==> config.mk <==
export PLATFORM = sky130hd
export DESIGN_NAME = alu_mul_sequencer
export DESIGN_NICKNAME = d
export VERILOG_FILES = /design/src/rtl/alu_mul_sequencer.sv
export SDC_FILE = /design/constraint.sdc
export NUM_CORES = 1
export LEC_CHECK = 0
export BUFFER_PORTS_ARGS = -buffer_cell sky130_fd_sc_hd__buf_2
export CORE_AREA = 2 2 124 126
export CTS_BUF_LIST = sky130_fd_sc_hd__clkbuf_16
export DETAILED_ROUTE_END_ITERATION = 8
export DIE_AREA = 0 0 126 128
export PLACE_DENSITY_LB_ADDON = 0.1
export SYNTH_ARGS = -nofsm -noshare
export SYNTH_HDL_FRONTEND = slang
export SYNTH_SLANG_ARGS = --single-unit
==> constraint.sdc <==
create_clock -name clk -period 3.15 [get_ports clk]
set_input_delay 0.1575 -clock clk [delete_from_list [all_inputs] [get_ports clk]]
set_output_delay 0.1575 -clock clk [all_outputs]
set_load 0.02 [all_outputs]
==> src/rtl/alu_mul_sequencer.sv <==
// Shift-and-add 32x32->64 multiply sequencer that borrows the shared ALU one step per grant.
// Optional signed (SMUL) support is enabled by defining ALU_MUL_SIGNED_EN.
module alu_mul_sequencer #(
   parameter int WIDTH      = 32,
   parameter int STEP_CNT_W = 6
) (
   input  logic             clk,
   input  logic             rst_n,
   input  logic             start,
`ifdef ALU_MUL_SIGNED_EN
   input  logic             signed_op,
`endif
   input  logic [WIDTH-1:0] mplier,
   input  logic [WIDTH-1:0] mcand,
   output logic             alu_req,
   input  logic             alu_gnt,
   output logic [WIDTH-1:0] alu_a,
   output logic [WIDTH-1:0] alu_b,
   output logic [5:0]       alu_opcode,
   input  logic [WIDTH-1:0] alu_result,
   input  logic             alu_n,
   input  logic             alu_v,
   input  logic             alu_c,
   output logic             busy,
   output logic             done,
   output logic [WIDTH-1:0] prod_hi,
   output logic [WIDTH-1:0] prod_lo,
   output logic             icc_n,
   output logic             icc_z,
   output logic             icc_v,
   output logic             icc_c
);

   localparam logic [5:0] OP_ADDCC = 6'b010000;
   localparam logic [5:0] OP_SUBCC = 6'b010100;
   localparam logic [STEP_CNT_W-1:0] LAST_STEP = STEP_CNT_W'(WIDTH - 1);

   typedef enum logic [1:0] {IDLE, RUN, DONE} state_t;

   state_t                state_q, state_d;
   logic [STEP_CNT_W-1:0] cnt_q;
   logic [WIDTH-1:0]      hi_q, lo_q, mc_q;
   logic                  busy_d, req_d, done_d;
   logic                  run, step, last_step, sub_step, shift_in;

   assign run       = (state_q == RUN);
   assign step      = run && alu_gnt;
   assign last_step = (cnt_q == LAST_STEP);

`ifdef ALU_MUL_SIGNED_EN
   logic signed_q;
   // The multiplier MSB carries negative weight, so the final partial product is subtracted.
   assign sub_step = signed_q && last_step;
   assign shift_in = signed_q ? (alu_n ^ alu_v) : alu_c;
`else
   logic unused_flags;
   assign unused_flags = alu_n ^ alu_v;
   assign sub_step     = 1'b0;
   assign shift_in     = alu_c;
`endif

   assign alu_a      = run ? hi_q : '0;
   assign alu_b      = (run && lo_q[0]) ? mc_q : '0;
   assign alu_opcode = run ? (sub_step ? OP_SUBCC : OP_ADDCC) : 6'b000000;

   // NOTE: every signal written here gets a default first so no latch is inferred.
   always_comb begin
      state_d = state_q;
      unique case (state_q)
         IDLE:    if (start) state_d = RUN;
         RUN:     if (step && last_step) state_d = DONE;
         DONE:    state_d = IDLE;
         default: state_d = IDLE;
      endcase
      busy_d = (state_d == RUN);
      req_d  = (state_d == RUN);
      done_d = (state_q == DONE);
   end

   // NOTE: sequential state uses non-blocking assignments so every register samples pre-edge values.
   always_ff @(posedge clk or negedge rst_n) begin
      if (!rst_n) begin
         state_q <= IDLE;
         busy    <= 1'b0;
         alu_req <= 1'b0;
         done    <= 1'b0;
      end else begin
         state_q <= state_d;
         busy    <= busy_d;
         alu_req <= req_d;
         done    <= done_d;
      end
   end

   always_ff @(posedge clk or negedge rst_n) begin
      if (!rst_n) begin
         cnt_q    <= '0;
         hi_q     <= '0;
         lo_q     <= '0;
         mc_q     <= '0;
`ifdef ALU_MUL_SIGNED_EN
         signed_q <= 1'b0;
`endif
      end else if (state_q == IDLE && start) begin
         cnt_q    <= '0;
         hi_q     <= '0;
         lo_q     <= mplier;
         mc_q     <= mcand;
`ifdef ALU_MUL_SIGNED_EN
         signed_q <= signed_op;
`endif
      end else if (step) begin
         {hi_q, lo_q} <= {shift_in, alu_result, lo_q[WIDTH-1:1]};
         cnt_q        <= cnt_q + 1'b1;
      end
   end

   // Product and condition codes are captured only when a multiply completes.
   always_ff @(posedge clk or negedge rst_n) begin
      if (!rst_n) begin
         prod_hi <= '0;
         prod_lo <= '0;
         icc_n   <= 1'b0;
         icc_z   <= 1'b0;
      end else if (state_q == DONE) begin
         prod_hi <= hi_q;
         prod_lo <= lo_q;
         icc_n   <= lo_q[WIDTH-1];
         icc_z   <= (lo_q == '0);
      end
   end

   assign icc_v = 1'b0;
   assign icc_c = 1'b0;

endmodule
# Word level (Yosys, flattened, before mapping)

Cells that the tools add are included.

Output and inout port bits: 141
Logic and storage cells: 35
Flip-flop bits (word level): 172
Input port bits: 103

Reduce and logical (&&, ||, !) cells: 7
Equal/unequal tests: 4
Multiplexer cells: 12
Add/subtract/negate cells: 1

Operators with widths:

| operator              | count |
|---|---|
| $mux W32              | 6 |
| $logic_not A32 Y1     | 1 |
| $mux W6               | 2 |
| $add A6 B1 Y6 const B | 1 |
| $eq A6 B5 Y1 const B  | 1 |
| $mux W5               | 1 |
| $eq A2 B1 Y1 const B  | 2 |
| $logic_and A1 B1 Y1   | 4 |
| $mux W2               | 2 |
| $pmux W2 S2           | 1 |
| $eq A2 B2 Y1 const B  | 1 |
| $logic_not A2 Y1      | 1 |
| $reduce_bool A2 Y1    | 1 |

# Depth between registers and ports, before layout

Gate-level depths: netlist of run 1.

Depth after elaboration: 6
Depth in mapped cells: 5
Depth with buffers taken out: 4

# Worst setup path before layout of run 1

Ideal clock, no wire load.

Path kind: reg2out
From: register state_q[1]
To: output port alu_b[14]
Data arrival time: 1,270 ps
Cell stages (with the launch flop): 5
Path buffers: 2
Required time: 2,992 ps
Slack: 1,723 ps
Cells stage by stage: dfrtp_1 and2b_1 buf_2 clkbuf_1 and3_1

Cells in the longest elaborated chain, start to end: 3

RTL lines:

| element                | RTL line | RTL |
|---|---|---|
| start, declared        | 40       | `state_t state_q, state_d;` |
| start signal, assigned | 88       | `state_q <= state_d;` |
| $eq A2 B1 Y1           | 46       | `assign run = (state_q == RUN);` |
| $logic_and A1 B1 Y1    | 63       | `assign alu_b = (run && lo_q[0]) ? mc_q : '0;` |
| $mux W32               | 63       |  |
| end, declared          | 18       | `output logic [WIDTH-1:0] alu_b,` |

Every way passes these cells.

# Final worst setup path of run 1

From: register state_q[1]
To: output port alu_b[25]

Same word-level chain as after synthesis.

==> impl_metrics.py, run 1 <==
metrics = {
    "status": {
        "status": "completed",
    },
    "clock_network": {
        "cts_setup_buffers": 0,
        "clk-insertion-delay-late_ps": 420,
        "clock-sinks": 171,
        "cts_root_buf": "clkbuf_16",
        "cts-htree-levels": 4,
        "cts_tree": "built",
        "cts_inserted_buffers": 17,
        "path_clk_slew_ps": 60,
        "clockBufferDepth": 2,
    },
    "setup_path": {
        "r2r_start": "state_q[0]",
        "slowest_delay_ps": 720,
        "startpoint_type": "register",
        "slowest_stage": "and2b_1",
        "critPathMaxFanout": 44,
        "crit_chain": "and2b_1 > buf_12 > and3_1 > buf_2",
        "required_ps": 2990,
        "critPathArrivalTime_ps": 2290,
        "endpoint_kind": "primary output",
        "cp-startpoint": "state_q[1]",
        "crit_type": "reg2out",
    },
    "timing": {
        "clock_skew_ps": 7.66,
        "fin_crit_ps": 2440,
        "slew-limit-headroom_pct": 28.9,
        "hold_violations": 0,
        "setup_viol": 0,
        "period_share_pct": 77.6,
        "tightest_slew_ps": 1070,
        "max_clock_freq_mhz": 409,
        "final_max_slew_viol_count": 0,
        "rsz0062_at_grt": "false",
        "tns_ps": 0,
    },
    "power": {
        "power.switching_w": 0.00252,
        "ir_drop_mv": 0.398,
        "clock_power_share_pct": 27.9,
        "p_leak_nw": 5.41,
        "p_seq_share_pct": 43.8,
        "comb_power_share_pct": 28.4,
        "p_sw_share_pct": 34.4,
        "intPower_w": 0.00480,
        "p_per_area_nw_per_um2": 745,
    },
    "synth": {
        "syn_inst": 690,
        "yosysSeqAreaShare_pct": 59.2,
        "syn_area_um2": 7230,
        "ys_warn_count": 0,
        "synth_edf_count": 0,
        "synthFlopType": "dfrtp_1",
        "avgSynthCellArea_um2": 10.5,
        "async_flop_share_pct": 100,
        "ys_ff_latch": 171,
        "synthDistinctLibCells": 36,
    },
    "floorplanning": {
        "initial_core_util_pct": 48.6,
        "die_width_um": 126,
        "fp.dieH_um": 128,
        "io_pins": 244,
        "rows": 45,
        "core-area_um2": 14900,
        "die-area_um2": 16100,
    },
    "global_routing": {
        "grt_pass1_wl_um": 30500,
        "grt_usage_pct": 23.7,
        "gr-total-overflow": 0,
        "grt_antenna_before_repair": 0,
        "grt_max_degree": 92,
        "grt_pass1_vias": 6223,
    },
    "hold_path": {
        "hold_path_class": "in2reg",
        "worstHoldStart": "mplier[16]",
    },
    "cells_and_area": {
        "layout-drive-gt1-share_pct": 33.2,
        "antenna_cells": 0,
        "area_growth_pct": 36.0,
        "layout.nets": 1083,
        "postLayoutCellArea_um2": 9830,
    },
    "routing": {
        "routed_wl_um": 18800,
        "dr_total_vias": 6093,
        "dr.first_iter.drc_count": 386,
        "route.detailed.drc": 0,
        "wl_per_cell_um": 15.9,
        "firstDrtPassIters": 5,
        "vias_per_cell": 5.17,
        "postRouteAntennaNets": 0,
    },
    "placed_design": {
        "gp_congestion": 0.742,
        "numPortBuffers": 234,
        "hpwl_um": 11200,
        "placed_area_um2": 8460,
    },
    "flow_run": {
        "drv_cap": 0,
    },
}
power by group through the flow:
stage                     Clock (W)  Sequential, W  Combinational, W
after detailed placement          0        0.00323           0.00198
after floorplan                   0        0.00309           0.00141
after global placement            0        0.00320           0.00195
after CTS                   0.00207        0.00320           0.00208
after global routing        0.00217        0.00329           0.00230
final                       0.00204        0.00321           0.00208
synthesized netlist by cell type (6+ instances only):
cell type / count / area [µm²]
a22o_1: 16 / 140
buf_2: 21 / 105
nor4_1: 8 / 50.1
dfrtp_1: 171 / 4280
a31oi_1: 25 / 156
and3_1: 32 / 200
buf_4: 15 / 113
and2_1: 32 / 200
o21ai_0: 10 / 50.1
mux2_2: 58 / 653
o22ai_1: 6 / 37.5
a21oi_1: 26 / 130
inv_1: 8 / 30.0
nand2_1: 190 / 713
clkbuf_1: 21 / 78.8
nor2_1: 27 / 101
per-layer routing:
layer	GRT usage (%)	vias up	share of wire, %
li1	-	2872	-
met3	5.84	26	6.1
met5	0	-	0
met1	29.9	2987	42
met4	8.21	0	1.8
met2	40.0	208	50
worst paths after layout:
| path | endpoint | slack, ps | depth (start not counted) |
|---|---|---|---|
| max | alu_b[25] | 710 | 4 |
| min reg2reg | mc_q[27] | 470 | 2 |
| min in group asynchronous | prod_hi[28] | 290 | 2 |
| min | lo_q[16] | 20 | 3 |
| max in group asynchronous | mc_q[12] | 1890 | 3 |
| max reg2reg | prod_lo[9] | 1250 | 2 |
layout by cell type (no fill, tap or decap), types with 3 or more instances in the layout:
cell type	instances
o22ai_1	6
mux2_2	58
bufinv_16	3
conb_1	7
a22o_1	16
buf_4	5
nor4_1	8
inv_1	12
o21ai_0	10
nand2_1	190
dfrtp_1	171
nor2_1	27
a21oi_1	26
clkinv_1	4
a31oi_1	25
buf_2	233
dlygate4sd3_1	81
and3_1	32
clkbuf_16	17
and2_1	32
layout make-up:
type	instances	area, µm²
Inverter	8	30.0
Timing Repair Buffer	322	2070
Clock inverter	14	139
Multi-Input combinational cell	459	2660
Clock buffer	17	425
Sequential cell	171	4280
Tap cell	188	235
Fill cell	1216	5030
repair_timing:
action,in CTS,in global routing
endpoints found under the setup margin,0,0
hold endpoints to repair,142,0
gates resized for setup,0,0
hold buffers,81,0
critical path: cells and delay by family, from the launching register on:
family / cells / cell delay [ps]
buf+inv: 2 / 460
flops: 1 / 460
simple gates: 2 / 920
stage by stage:
stage / total power [W] / hold slack, ps / cells / util [%] / setup slack [ps]
after floorplan: 0.00450 / -138 / 696 / - / 1720
after global placement: 0.00515 / 181 / 1067 / 56.9 / 1200
after detailed placement: 0.00521 / 185 / 1067 / 56.9 / 1160
after CTS: 0.00735 / 3.71 / 1179 / 66.2 / 679
after global routing: 0.00776 / 5.92 / 1179 / 66.2 / 564
final: 0.00732 / 19.1 / 1179 / 66.2 / 707
cell families after synthesis:
logic type               share of synthesized area [%]
AND/OR/NAND/NOR                                   19.3
adder cells (fa/ha/maj)                          0.173
buffers and inverters                             4.57
XOR/XNOR                                         0.242
other                                           0.0519
flip-flops                                        59.2
AO/OA/AOI/OAI                                     7.42
multiplexers                                      9.03
registers in the layout (all words and copies together), names as in the netlist:
| signal | cells |
|---|---|
| icc_z | 1 |
| lo_q | 32 |
| busy | 1 |
| prod_hi | 32 |
| state_q | 2 |
| hi_q | 32 |
| prod_lo | 32 |
| done | 1 |
| mc_q | 32 |
| cnt_q | 6 |
(Power assumes the default switching activity.)
==> run 2: changes to the inputs <==
- clock period: 3.15 -> 2.5 ns (I/O delays scaled with it)
==> run 2 against run 1 <==
Against the previous run:
- flip-flop and latch count is the same
- largest power group unchanged
- non-clock buffer count grew 23
- clock power grew 25%
- global-route usage grew 0.52 points
- critical path type is now reg2reg
- routed wire length grew 3.4%
==> impl_metrics.py, run 2 (same netlist as run 1, synthesis figures left out) <==
metrics = {
    "status": {
        "status": "completed",
    },
    "routing": {
        "dr.first_iter.drc_count": 295,
        "vias_per_cell": 5.16,
        "postRouteAntennaNets": 0,
        "route.detailed.drc": 0,
        "routed_wl_um": 19400,
        "wl_per_cell_um": 16.1,
        "firstDrtPassIters": 4,
        "dr_total_vias": 6212,
    },
    "global_routing": {
        "gr-total-overflow": 0,
        "grt_usage_pct": 24.2,
        "grt_max_degree": 92,
        "grt_pass1_vias": 6429,
        "grt_pass1_wl_um": 31200,
        "grt_antenna_before_repair": 0,
    },
    "timing": {
        "tightest_slew_ps": 1050,
        "final_max_slew_viol_count": 0,
        "max_clock_freq_mhz": 454,
        "clock_skew_ps": 8.66,
        "hold_violations": 0,
        "fin_crit_ps": 2200,
        "tns_ps": 0,
        "rsz0062_at_grt": "false",
        "period_share_pct": 88.1,
        "setup_viol": 0,
        "slew-limit-headroom_pct": 30.0,
    },
    "cells_and_area": {
        "layout_common_cells": "buf_2 (233), nand2_1 (190), dfrtp_1 (171)",
        "antenna_cells": 0,
        "layout_commonest_cell": "buf_2",
        "postLayoutCellArea_um2": 10100,
        "area_growth_pct": 39.3,
        "layout.nets": 1106,
        "utilization_pct": 67.7,
        "layout-drive-gt1-share_pct": 33.9,
    },
    "placed_design": {
        "placed_area_um2": 8520,
        "numPortBuffers": 234,
        "gp_congestion": 0.773,
        "hpwl_um": 11900,
    },
    "power": {
        "power.switching_w": 0.00327,
        "p_per_area_nw_per_um2": 922,
        "p_leak_nw": 5.48,
        "intPower_w": 0.00601,
        "clock_power_share_pct": 27.6,
        "p_seq_share_pct": 43.6,
        "comb_power_share_pct": 28.7,
        "p_sw_share_pct": 35.2,
        "ir_drop_mv": 0.460,
    },
    "setup_path": {
        "crit_buf_inv": 2,
        "rr_endpoint": "lo_q[31]",
        "r2r_start": "state_q[1]",
        "crit_type": "reg2reg",
        "endpoint_kind": "register",
        "slowest_stage": "nor3b_2",
        "crit_chain": "nor3b_2 > buf_12 > a22oi_1 > dlygate4sd3_1 > nand2_1",
        "path_delay_family": "buffers and inverters",
        "startpoint_type": "register",
        "required_ps": 2860,
        "reg2regPathDepth": 5,
        "critPathArrivalTime_ps": 2560,
        "slowest_delay_ps": 610,
        "critPathMaxFanout": 42,
        "r2r_slack_ps": 300,
    },
    "floorplanning": {
        "io_pins": 244,
        "die-area_um2": 16100,
        "core-area_um2": 14900,
        "rows": 45,
        "initial_core_util_pct": 48.6,
        "fp.dieH_um": 128,
        "die_width_um": 126,
    },
    "hold_path": {
        "worstHoldStart": "mplier[4]",
        "hold_path_class": "in2reg",
        "min_path_cells": 3,
        "hold_end": "lo_q[4]",
    },
    "clock_network": {
        "clk-insertion-delay-late_ps": 430,
        "clock-sinks": 171,
        "cts-htree-levels": 4,
        "cts_inserted_buffers": 17,
        "clockBufferDepth": 2,
        "path_clk_slew_ps": 60,
        "cts_resized": 0,
        "cts_tree": "built",
        "cts_root_buf": "clkbuf_16",
    },
    "flow_run": {
        "drv_cap": 0,
    },
}
## run 2: layer usage
metal / vias to the layer above / GRT usage [%] / wire, µm
li1: 2920 / - / -
met1: 3028 / 30.3 / 8140
met2: 223 / 40.5 / 9630
met3: 41 / 5.51 / 1110
met4: 0 / 10.5 / 520
met5: - / 0 / 0
## run 2: what timing repair did
action | CTS | global route
buffers inserted | 0 | 0
hold buffers | 97 | 0
hold endpoints to repair | 179 | 0
## run 2: tightest hold or removal path, cell delays in order
cell and delay [ps]:
buf_2 110, nor2_1 120, a31oi_1 60
## run 2: how the worst max path moves through the flow
stage               start   endpoint  slack (ps)  cells past startpoint
6_report       state_q[1]   lo_q[31]         300                      5
3_5_place_dp   state_q[0]   lo_q[13]         680                      3
4_1_cts        state_q[1]   lo_q[31]         290                      5
5_1_grt        state_q[1]   lo_q[31]         150                      5
2_1_floorplan  state_q[1]  alu_b[14]        1110                      4
3_3_place_gp   state_q[0]   lo_q[25]         740                      3
## run 2: power groups by stage
stage | Sequential [W] | Combinational (W) | Clock (W)
after floorplan | 0.00390 | 0.00178 | 0
after global placement | 0.00404 | 0.00247 | 0
after detailed placement | 0.00409 | 0.00252 | 0
after CTS | 0.00404 | 0.00266 | 0.00262
after global routing | 0.00415 | 0.00294 | 0.00273
final | 0.00405 | 0.00267 | 0.00256
## run 2: per-stage QoR
stage	cells	total power (W)	setup slack, ps	hold WS, ps
2_1_floorplan	696	0.00567	1110	-171
3_3_place_gp	1074	0.00651	735	242
3_5_place_dp	1074	0.00661	677	258
4_1_cts	1203	0.00932	285	10.6
5_1_grt	1203	0.00982	150	19.7
6_report	1203	0.00928	298	35.0
## run 2: final cells by class
class | instances | area, µm²
clock buffers | 17 | 425
inverters | 8 | 30.0
well taps | 188 | 235
multi-input cells | 459 | 2660
repair buffers | 345 | 2290
clock inverters | 15 | 150
fillers | 1181 | 4790
flip-flops and latches | 171 | 4280
